**config.mk**
```make
export PLATFORM = sky130hd
export DESIGN_NAME = exp_table
export DESIGN_NICKNAME = d
export VERILOG_FILES = /design/src/rtl/mem_write_checker_pkg.sv /design/src/rtl/mem_write_checker_exp_table.sv
export SDC_FILE = /design/constraint.sdc
export NUM_CORES = 1
export LEC_CHECK = 0
export CORE_ASPECT_RATIO = 1.4
export CORE_UTILIZATION = 40
export DETAILED_ROUTE_END_ITERATION = 16
export GPL_TIMING_DRIVEN = 0
export PLACE_DENSITY = 0.72
export SLEW_MARGIN = 5
export SYNTH_ARGS = -nofsm -noshare
export SYNTH_HDL_FRONTEND = slang
export SYNTH_SLANG_ARGS = --single-unit
export TNS_END_PERCENT = 1
```
**constraint.sdc**
```tcl
create_clock -name clk -period 14.5 [get_ports clk]
set_clock_uncertainty 0.2 [all_clocks]
set_input_delay 4.35 -clock clk [delete_from_list [all_inputs] [get_ports clk]]
set_output_delay 4.35 -clock clk [all_outputs]
set_load 0.05 [all_outputs]
```
**src/rtl/mem_write_checker_pkg.sv**
```systemverilog
// Shared types and helpers for the memory-write checker.
package mem_write_checker_pkg;

  typedef enum logic [1:0] {
    ST_IDLE = 2'd0,
    ST_RUN  = 2'd1,
    ST_PASS = 2'd2,
    ST_FAIL = 2'd3
  } state_e;

  typedef enum logic {
    CAUSE_MISMATCH = 1'b0,
    CAUSE_TIMEOUT  = 1'b1
  } fail_cause_e;

  // Ceiling log2 that never returns less than one bit.
  function automatic int clog2_min1(input int n);
    int r;
    r = 0;
    while ((1 << r) < n) r++;
    return (r < 1) ? 1 : r;
  endfunction

endpackage

```
**src/rtl/mem_write_checker_exp_table.sv**
```systemverilog
// Expected (address, data) table: synchronous write, async read by match index.
module exp_table
  import mem_write_checker_pkg::*;
#(
  parameter int ADDR_W  = 32,
  parameter int DATA_W  = 32,
  parameter int NUM_EXP = 4
) (
  input  logic                                   clk,
  input  logic                                   reset,
  input  logic                                   we_i,
  input  logic [clog2_min1(NUM_EXP)-1:0]         widx_i,
  input  logic [ADDR_W-1:0]                      waddr_i,
  input  logic [DATA_W-1:0]                      wdata_i,
  input  logic [clog2_min1(NUM_EXP+1)-1:0]       ridx_i,
  output logic [ADDR_W-1:0]                      raddr_o,
  output logic [DATA_W-1:0]                      rdata_o
);

  localparam int IDX_W = clog2_min1(NUM_EXP);
  localparam int RD_W  = clog2_min1(NUM_EXP + 1);

  logic [ADDR_W-1:0] addr_q [NUM_EXP];
  logic [DATA_W-1:0] data_q [NUM_EXP];

  always_ff @(posedge clk or posedge reset) begin
    if (reset) begin
      for (int i = 0; i < NUM_EXP; i++) begin
        addr_q[i] <= '0;
        data_q[i] <= '0;
      end
    end else begin
      // Out-of-range indices simply match no entry.
      for (int i = 0; i < NUM_EXP; i++) begin
        if (we_i && (widx_i == IDX_W'(i))) begin
          addr_q[i] <= waddr_i;
          data_q[i] <= wdata_i;
        end
      end
    end
  end

  always_comb begin
    raddr_o = '0;
    rdata_o = '0;
    for (int i = 0; i < NUM_EXP; i++) begin
      if (ridx_i == RD_W'(i)) begin
        raddr_o = addr_q[i];
        rdata_o = data_q[i];
      end
    end
  end

endmodule

```
Word level (Yosys, flattened, before mapping)
Cells that the tools add are included.

operators by class
  reductions and logical operators = 6
  equal/unequal tests = 6
  mux-type cells = 8

operator list
  operator                                        number
  two-way mux 32 bit                              8
  == test 3 x 2 -> 1 bit (second input constant)  2
  == test 2 bit (second input constant)           2
  logical AND 1 bit                               4
  == test 3 x 1 -> 1 bit (second input constant)  1
  zero test 3 bit                                 1
  == test 2 x 1 -> 1 bit (second input constant)  1
  zero test 2 bit                                 1

word-level totals
  logic and storage cells = 28
  output and inout bits = 64
  register bits = 256
  bits of input ports = 72

Depth between registers and ports, before layout
Gate-level depths: netlist of run 1.

  depth after elaboration = 5
  gate-level depth with buffers = 4

Worst setup path before layout of run 1
No wires, ideal clock.

  kind = input to output
  start = input ridx_i[2]
  end = output raddr_o[0]
  data required time = 9.950 ns
  stages on the path = 4
  slack = 4.183 ns
  data arrival time = 5.767 ns
  path buffers = 2
  path through = or2_2 -> clkbuf_1 -> buf_2 -> o22ai_1

on the way
  longest elaborated chain between the ends = 5
  elaborated cells between the ends (all ways) = 8

RTL lines
  what                              line                               text
  start: declaration                mem_write_checker_exp_table.sv:15  input logic [clog2_min1(NUM_EXP+1)-1:0] ridx_i,
  zero test 3 bit                   mem_write_checker_exp_table.sv:47  if (ridx_i == RD_W'(i)) begin
  two-way mux 32 bit (3 in series)  mem_write_checker_exp_table.sv:47
  two-way mux 32 bit (*)            mem_write_checker_exp_table.sv:47
  end: declaration                  mem_write_checker_exp_table.sv:16  output logic [ADDR_W-1:0] raddr_o,

Mark *: on every way between the ends. The rest lies on a longest branch, timed or not.

Final worst setup path of run 1
  start = input ridx_i[2]
  end = output rdata_o[28]

on the way
  longest elaborated chain between the ends = 5
  elaborated cells between the ends (all ways) = 8

RTL lines
  what                              line                               text
  zero test 3 bit                   mem_write_checker_exp_table.sv:47
  two-way mux 32 bit (3 in series)  mem_write_checker_exp_table.sv:47
  two-way mux 32 bit (*)            mem_write_checker_exp_table.sv:47
  end: declaration                  mem_write_checker_exp_table.sv:17  output logic [DATA_W-1:0] rdata_o

Marks and branches as above.

==> flow_summary_export.csv, run 1 <==
group,metric,value,unit
outcome,outcome,"finished clean",
yosys,synth_nets,838,
worst_setup_path,cp_slowest_cell,"clkdlybuf4s50_1",
final_layout,final_area,14400,sq um
global_route,grt_max_degree,126,
cts,postCtsSetupRepairBufs,0,
cts,ctsResizeCount,0,
min_path,hold_class,"reg -> reg",
sta,period_share,79.4,%
placed_design,dp_hpwl,16.8,mm
final_layout,final_cell_mix,"dfrtp_1, clkdlybuf4s50_1, mux2_2, mux2i_1, mux2_1",
yosys,yosys.area.top_type,"dfrtp_1",
yosys,syn_area,11600,sq um
detailed_routing,detail_route.iter0.violations,225,
placed_design,port_buffers,134,
yosys,synthTopCellsByArea,"dfrtp_1, mux2_2, mux2i_1",
sta,rsz0062_at_grt,"no",
global_route,met2_usage,30.4,%
yosys,synth_fa_ha_area_share,0,%
worst_setup_path,path_cells,"clkdlybuf4s50_1 -> or2_2 -> clkbuf_1 -> buf_2 -> o22ai_1 -> clkdlybuf4s50_1",
detailed_routing,vias,6864,
yosys,yosysTopAreaCellShare,55.0,%
sta,tightest_slew,828,ps
yosys,ys_types,16,
cts,root_buffer,"clkbuf_16",
cts,h-tree-depth,1,
cts,cts.hold.buffers_added,0,
global_route,top_usage_layer,"met2",
worst_setup_path,cp.required,9950,ps
yosys,yosysWarnings,0,
final_layout,layout.nets,1001,
detailed_routing,drt_wl_total,25.8,mm
yosys,muxShareOfSynthArea,37.7,%
cts,cts_tree,"done",
flow_run,drv_cap,0,
yosys,yosysSeqAreaShare,55.0,%
yosys,ys_ff_latch,256,
yosys,synth_top_family_by_area,"multiplexers",
global_route,grt_overflow_total,0,
sta,fin_crit,11510,ps
cts,clock_path_buffers,3,
worst_setup_path,path_class,"in -> out",
sta,clock.fmax,0.0869,GHz
worst_setup_path,cpMostUsedCell,"clkdlybuf4s50_1",
worst_setup_path,r2r_setup_slack,13500,ps
sta,hold_viol_final,0,
detailed_routing,via_per_inst,5.20,
placed_design,place.gp.congestion,0.701,
die,die_w,146,microns
final_layout,diodes,0,
cts,clkSinkCount,256,
die,ios,136,
yosys,syn_inst,766,
global_route,grt_pass1_vias,7327,
power_and_ir_drop,powerDensity,142,nW/um^2
final_layout,drive_above_1_share,29.9,%
yosys,syn_avg_cell_area,15.2,sq um
sta,report.final.slew_viol_count,0,
detailed_routing,drc,0,
worst_setup_path,max_stage_delay,870,ps
global_route,gr-usage-met3,2.48,%
worst_setup_path,crit_path_start_kind,"primary input",
worst_setup_path,end_kind,"primary output",
worst_setup_path,critPathArrivalTime,6960,ps
yosys,synth-compound-area-share,3.44,%
detailed_routing,drtPass1Iterations,4,
die,die_h,204,microns
power_and_ir_drop,finalPower,0.00204,W
die,rows,73,
sta,slew_headroom,44.8,%
power_and_ir_drop,ir_worst_vdd,108,uV
power_and_ir_drop,p_leak,6.43,nW
die,coreArea,28500,sq um
final_layout,final_common_cell,"dfrtp_1",
final_layout,syn_to_final_growth,23.4,%
placed_design,placed_cell_area,13500,sq um
die,start_util,40.8,%
cts,cts_buffers,25,
sta,finalSetupViolCount,0,
global_route,grt_pass1_wl,41.3,mm
global_route,antenna_found_initial,0,
cts,insertion_delay,510,ps
detailed_routing,routedWlPerCell,19.5,microns
detailed_routing,final_antenna_net_count,0,
global_route,grt.total_usage,17.6,%
die,die-area,29800,sq um
yosys,synthXorXnorAreaFrac,0,%
yosys,synth_simple_gate_area_share,0.430,%
global_route,use_met1,23.4,%
worst_setup_path,crit_fanout,10,
cts,path_clk_slew,60,ps
[state kept, by name (all words and copies together) (netlist names)]
signal,flops
addr_q,128
data_q,128
[cells in the mapped netlist]
cell,number
buf_2,26
buf_4,4
buf_6,18
clkbuf_1,7
dfrtp_1,256
inv_1,1
mux2_1,65
mux2_2,131
mux2_4,60
mux2i_1,128
nand2b_1,1
nand3_2,1
nand3b_1,2
nor3b_2,1
o22ai_1,64
or2_2,1
[cells by family after synthesis]
group,count (synthesis)
simple gates,6
mux,384
buf+inv,56
compound gates,64
flops,256
[power breakdown]
group / total, W / leakage, nW / switching, W / internal [W]
Clock: 0.000676 / 0.405 / 0.000272 / 0.000404
Sequential: 0.000917 / 3.03 / 0.0000667 / 0.000850
Combinational: 0.000448 / 3.00 / 0.000222 / 0.000226
Total: 0.00204 / 6.43 / 0.000560 / 0.00148
[stage by stage]
stage | setup WS, ps | util (%) | instances | TNS [ps] | hold WS, ps
floorplan | 2910 | - | 766 | 0 | 257
global placement | -257 | 47.2 | 1275 | -60290 | 266
detailed placement | 2970 | 47.4 | 1277 | 0 | 274
CTS | 2960 | 50.4 | 1321 | 0 | 287
global route | 2910 | 50.4 | 1321 | 0 | 302
finish | 2990 | 50.4 | 1321 | 0 | 283
[worst paths after layout]
kind,cells past startpoint,from,to
setup / recovery,6,ridx_i[2],rdata_o[28]
hold / removal,1,data_q[124]$_DFFE_PP0P_,data_q[124]$_DFFE_PP0P_
setup reg to reg,1,addr_q[114]$_DFFE_PP0P_,addr_q[114]$_DFFE_PP0P_
hold reg to reg,1,data_q[124]$_DFFE_PP0P_,data_q[124]$_DFFE_PP0P_
max in group asynchronous,3,reset,data_q[111]$_DFFE_PP0P_
min in group asynchronous,2,reset,addr_q[18]$_DFFE_PP0P_
[final cells by class]
cell class                      count  area (sq um)
Buffer                             55           389
Clock buffer                       34           689
Clock inverter                     10           158
Fill cell                        2458         14100
Inverter                            1          11.3
Multi-Input combinational cell    454          4840
Sequential cell                   256          6410
Tap cell                          375           469
Timing Repair Buffer              136          1400
[critical path: cells and delay by family]
kind | cells | cell delay (ps)
buf+inv | 4 | 2000
compound gates | 1 | 300
simple gates | 1 | 290
[metal layers]
metal / part of all wire, % / wire (microns)
met5: 0 / 0
met4: 1.3 / 335
met3: 3.5 / 889
met2: 50 / 13000
met1: 45 / 11600
(Power assumes the default switching activity.)
==> run 2, diff against run 1 <==
Settings changed: PLACE_DENSITY 0.72 to 0.75.
Clock period 14.5 ns to 10.54 ns, I/O delays scaled along.
==> run 2 against run 1 <==
Worst setup slack worse by 1500 ps. Worst hold slack hardly changed. Global-route usage is 0.32 points higher. Total power is 36% higher. Final cell count is 0.30% higher. Clock power is 33% higher. Sequential share of layout area hardly changed. Die area stayed put. Sequential power is 37% higher. Flip-flop and latch count stayed put. Critical endpoint is now rdata_o[27].
==> flow_summary_export.csv, run 2 (synthesized netlist as in run 1, its figures left out) <==
group,metric,value,unit
power_and_ir_drop,p_sw_share,27.6,%
sta,setup_ws,1470,ps
cts,cts_tree,"done",
final_layout,final_common_cell,"dfrtp_1",
worst_setup_path,path_cells,"clkdlybuf4s50_1 -> or2_2 -> clkbuf_1 -> buf_2 -> o22ai_1 -> clkdlybuf4s50_1",
detailed_routing,drc,0,
sta,tightest_slew,704,ps
global_route,grt_max_degree,112,
cts,cts.hold.buffers_added,0,
sta,report.final.slew_viol_count,0,
global_route,grt.total_usage,17.9,%
sta,rsz0062_at_grt,"no",
worst_setup_path,crit_path_start_kind,"primary input",
sta,clock.fmax,0.110,GHz
power_and_ir_drop,clkPwrFrac,32.4,%
sta,period_share,86.0,%
detailed_routing,via_per_inst,5.24,
final_layout,layout.nets,1002,
detailed_routing,detail_route.iter0.violations,215,
global_route,grt_overflow_total,0,
sta,finalSetupViolCount,0,
final_layout,largestRegisters,"addr_q (128), data_q (128)",
power_and_ir_drop,power.share.sequential,45.4,%
placed_design,dp_hpwl,17.0,mm
power_and_ir_drop,ir_worst_vdd,120,uV
placed_design,placed_cell_area,13500,sq um
placed_design,port_buffers,134,
detailed_routing,routedWlPerCell,19.6,microns
worst_setup_path,path_class,"in -> out",
die,coreArea,28500,sq um
outcome,outcome,"finished clean",
sta,hold_viol_final,0,
final_layout,syn_to_final_growth,23.3,%
final_layout,final_area,14400,sq um
die,rows,73,
worst_setup_path,critical-path-top-delay-family,"buffers and inverters",
worst_setup_path,cpMostUsedCell,"clkdlybuf4s50_1",
cts,insertion_delay,510,ps
power_and_ir_drop,combPwrFrac,22.2,%
cts,h-tree-depth,1,
sta,slew_headroom,53.1,%
cts,path_clk_slew,60,ps
placed_design,place.gp.congestion,0.702,
cts,root_buffer,"clkbuf_16",
die,start_util,40.8,%
worst_setup_path,cp_slowest_cell,"clkdlybuf4s50_1",
detailed_routing,final_antenna_net_count,0,
global_route,grt_pass1_wl,41.9,mm
final_layout,drive_above_1_share,29.9,%
die,die-area,29800,sq um
die,die_h,204,microns
final_layout,final_util,50.4,%
die,die_w,146,microns
power_and_ir_drop,p_leak,6.44,nW
worst_setup_path,max_stage_delay,860,ps
power_and_ir_drop,powerDensity,194,nW/um^2
global_route,grt_pass1_vias,7539,
placed_design,post-place-ws,1430,ps
worst_setup_path,path_buf_inv,4,
global_route,antenna_found_initial,0,
worst_setup_path,crit_fanout,10,
flow_run,drv_cap,0,
min_path,hold_class,"reg -> reg",
final_layout,final_cell_mix,"dfrtp_1, clkdlybuf4s50_1, mux2_2, mux2i_1, mux2_1",
final_layout,n_fill_cell,2459,
cts,ctsResizeCount,0,
power_and_ir_drop,switchingPower,0.000768,W
detailed_routing,drtPass1Iterations,4,
cts,postCtsSetupRepairBufs,0,
detailed_routing,drt_wl_total,25.9,mm
worst_setup_path,cp.required,7180,ps
cts,clkSinkCount,256,
worst_setup_path,critPathArrivalTime,5710,ps
final_layout,diodes,0,
sta,fin_crit,9070,ps
worst_setup_path,end_kind,"primary output",
die,ios,136,
cts,clock_path_buffers,3,
power_and_ir_drop,p_int,0.00201,W
cts,cts_buffers,26,
detailed_routing,vias,6940,
[run 2: power groups by stage]
stage	sequential, W	combinational [W]	clock, W
3_5_place_dp	0.00128	0.000623	0
4_1_cts	0.00126	0.000626	0.000925
5_1_grt	0.00128	0.000662	0.000967
3_3_place_gp	0.00127	0.000606	0
2_1_floorplan	0.00125	0.000454	0
6_report	0.00126	0.000617	0.000900
[run 2: layer usage]
layer	GRT usage, %	vias up	routed length [microns]
li1	-	3152	-
met1	22.9	3627	11300
met2	31.8	128	13200
met3	2.34	33	985
met4	4.65	0	438
met5	0	-	0
[run 2: final cells by class]
| type | count | area [sq um] | share of cell area [%] |
|---|---|---|---|
| tap | 375 | 469 | 3.27 |
| multi-input combinational | 454 | 4840 | 33.7 |
| sequential | 256 | 6410 | 44.6 |
| clock buffer | 41 | 778 | 5.42 |
| buffer | 55 | 389 | 2.71 |
| clock inverter | 7 | 62.6 | 0.436 |
| timing repair buffer | 136 | 1400 | 9.73 |
| inverter | 1 | 11.3 | 0.0785 |
[run 2: metrics by stage]
stage          cells  total power [W]  TNS, ps  hold WS, ps
4_1_cts         1325          0.00281        0          287
3_3_place_gp    1275          0.00187  -754510          266
2_1_floorplan    766          0.00170        0          257
3_5_place_dp    1277          0.00190        0          274
5_1_grt         1325          0.00291        0          300
6_report        1325          0.00278        0          283
[run 2: worst paths after layout]
path                                         start                       to  slack (ps)  cells past startpoint
setup reg to reg           addr_q[116]$_DFFE_PP0P_  addr_q[116]$_DFFE_PP0P_        9520                      1
setup / recovery                         ridx_i[0]              rdata_o[27]        1470                      6
hold reg to reg            data_q[119]$_DFFE_PP0P_  data_q[119]$_DFFE_PP0P_         280                      1
min in group asynchronous                    reset  addr_q[111]$_DFFE_PP0P_        2840                      2
hold / removal             data_q[119]$_DFFE_PP0P_  data_q[119]$_DFFE_PP0P_         280                      1
max in group asynchronous                    reset  data_q[119]$_DFFE_PP0P_        6440                      3
==> run 3, diff against run 2 <==
Settings changed: ABC_AREA set to 0.
==> results of run 3 <==
Same layout as run 2: the final DEF is identical, and so are final timing and power.
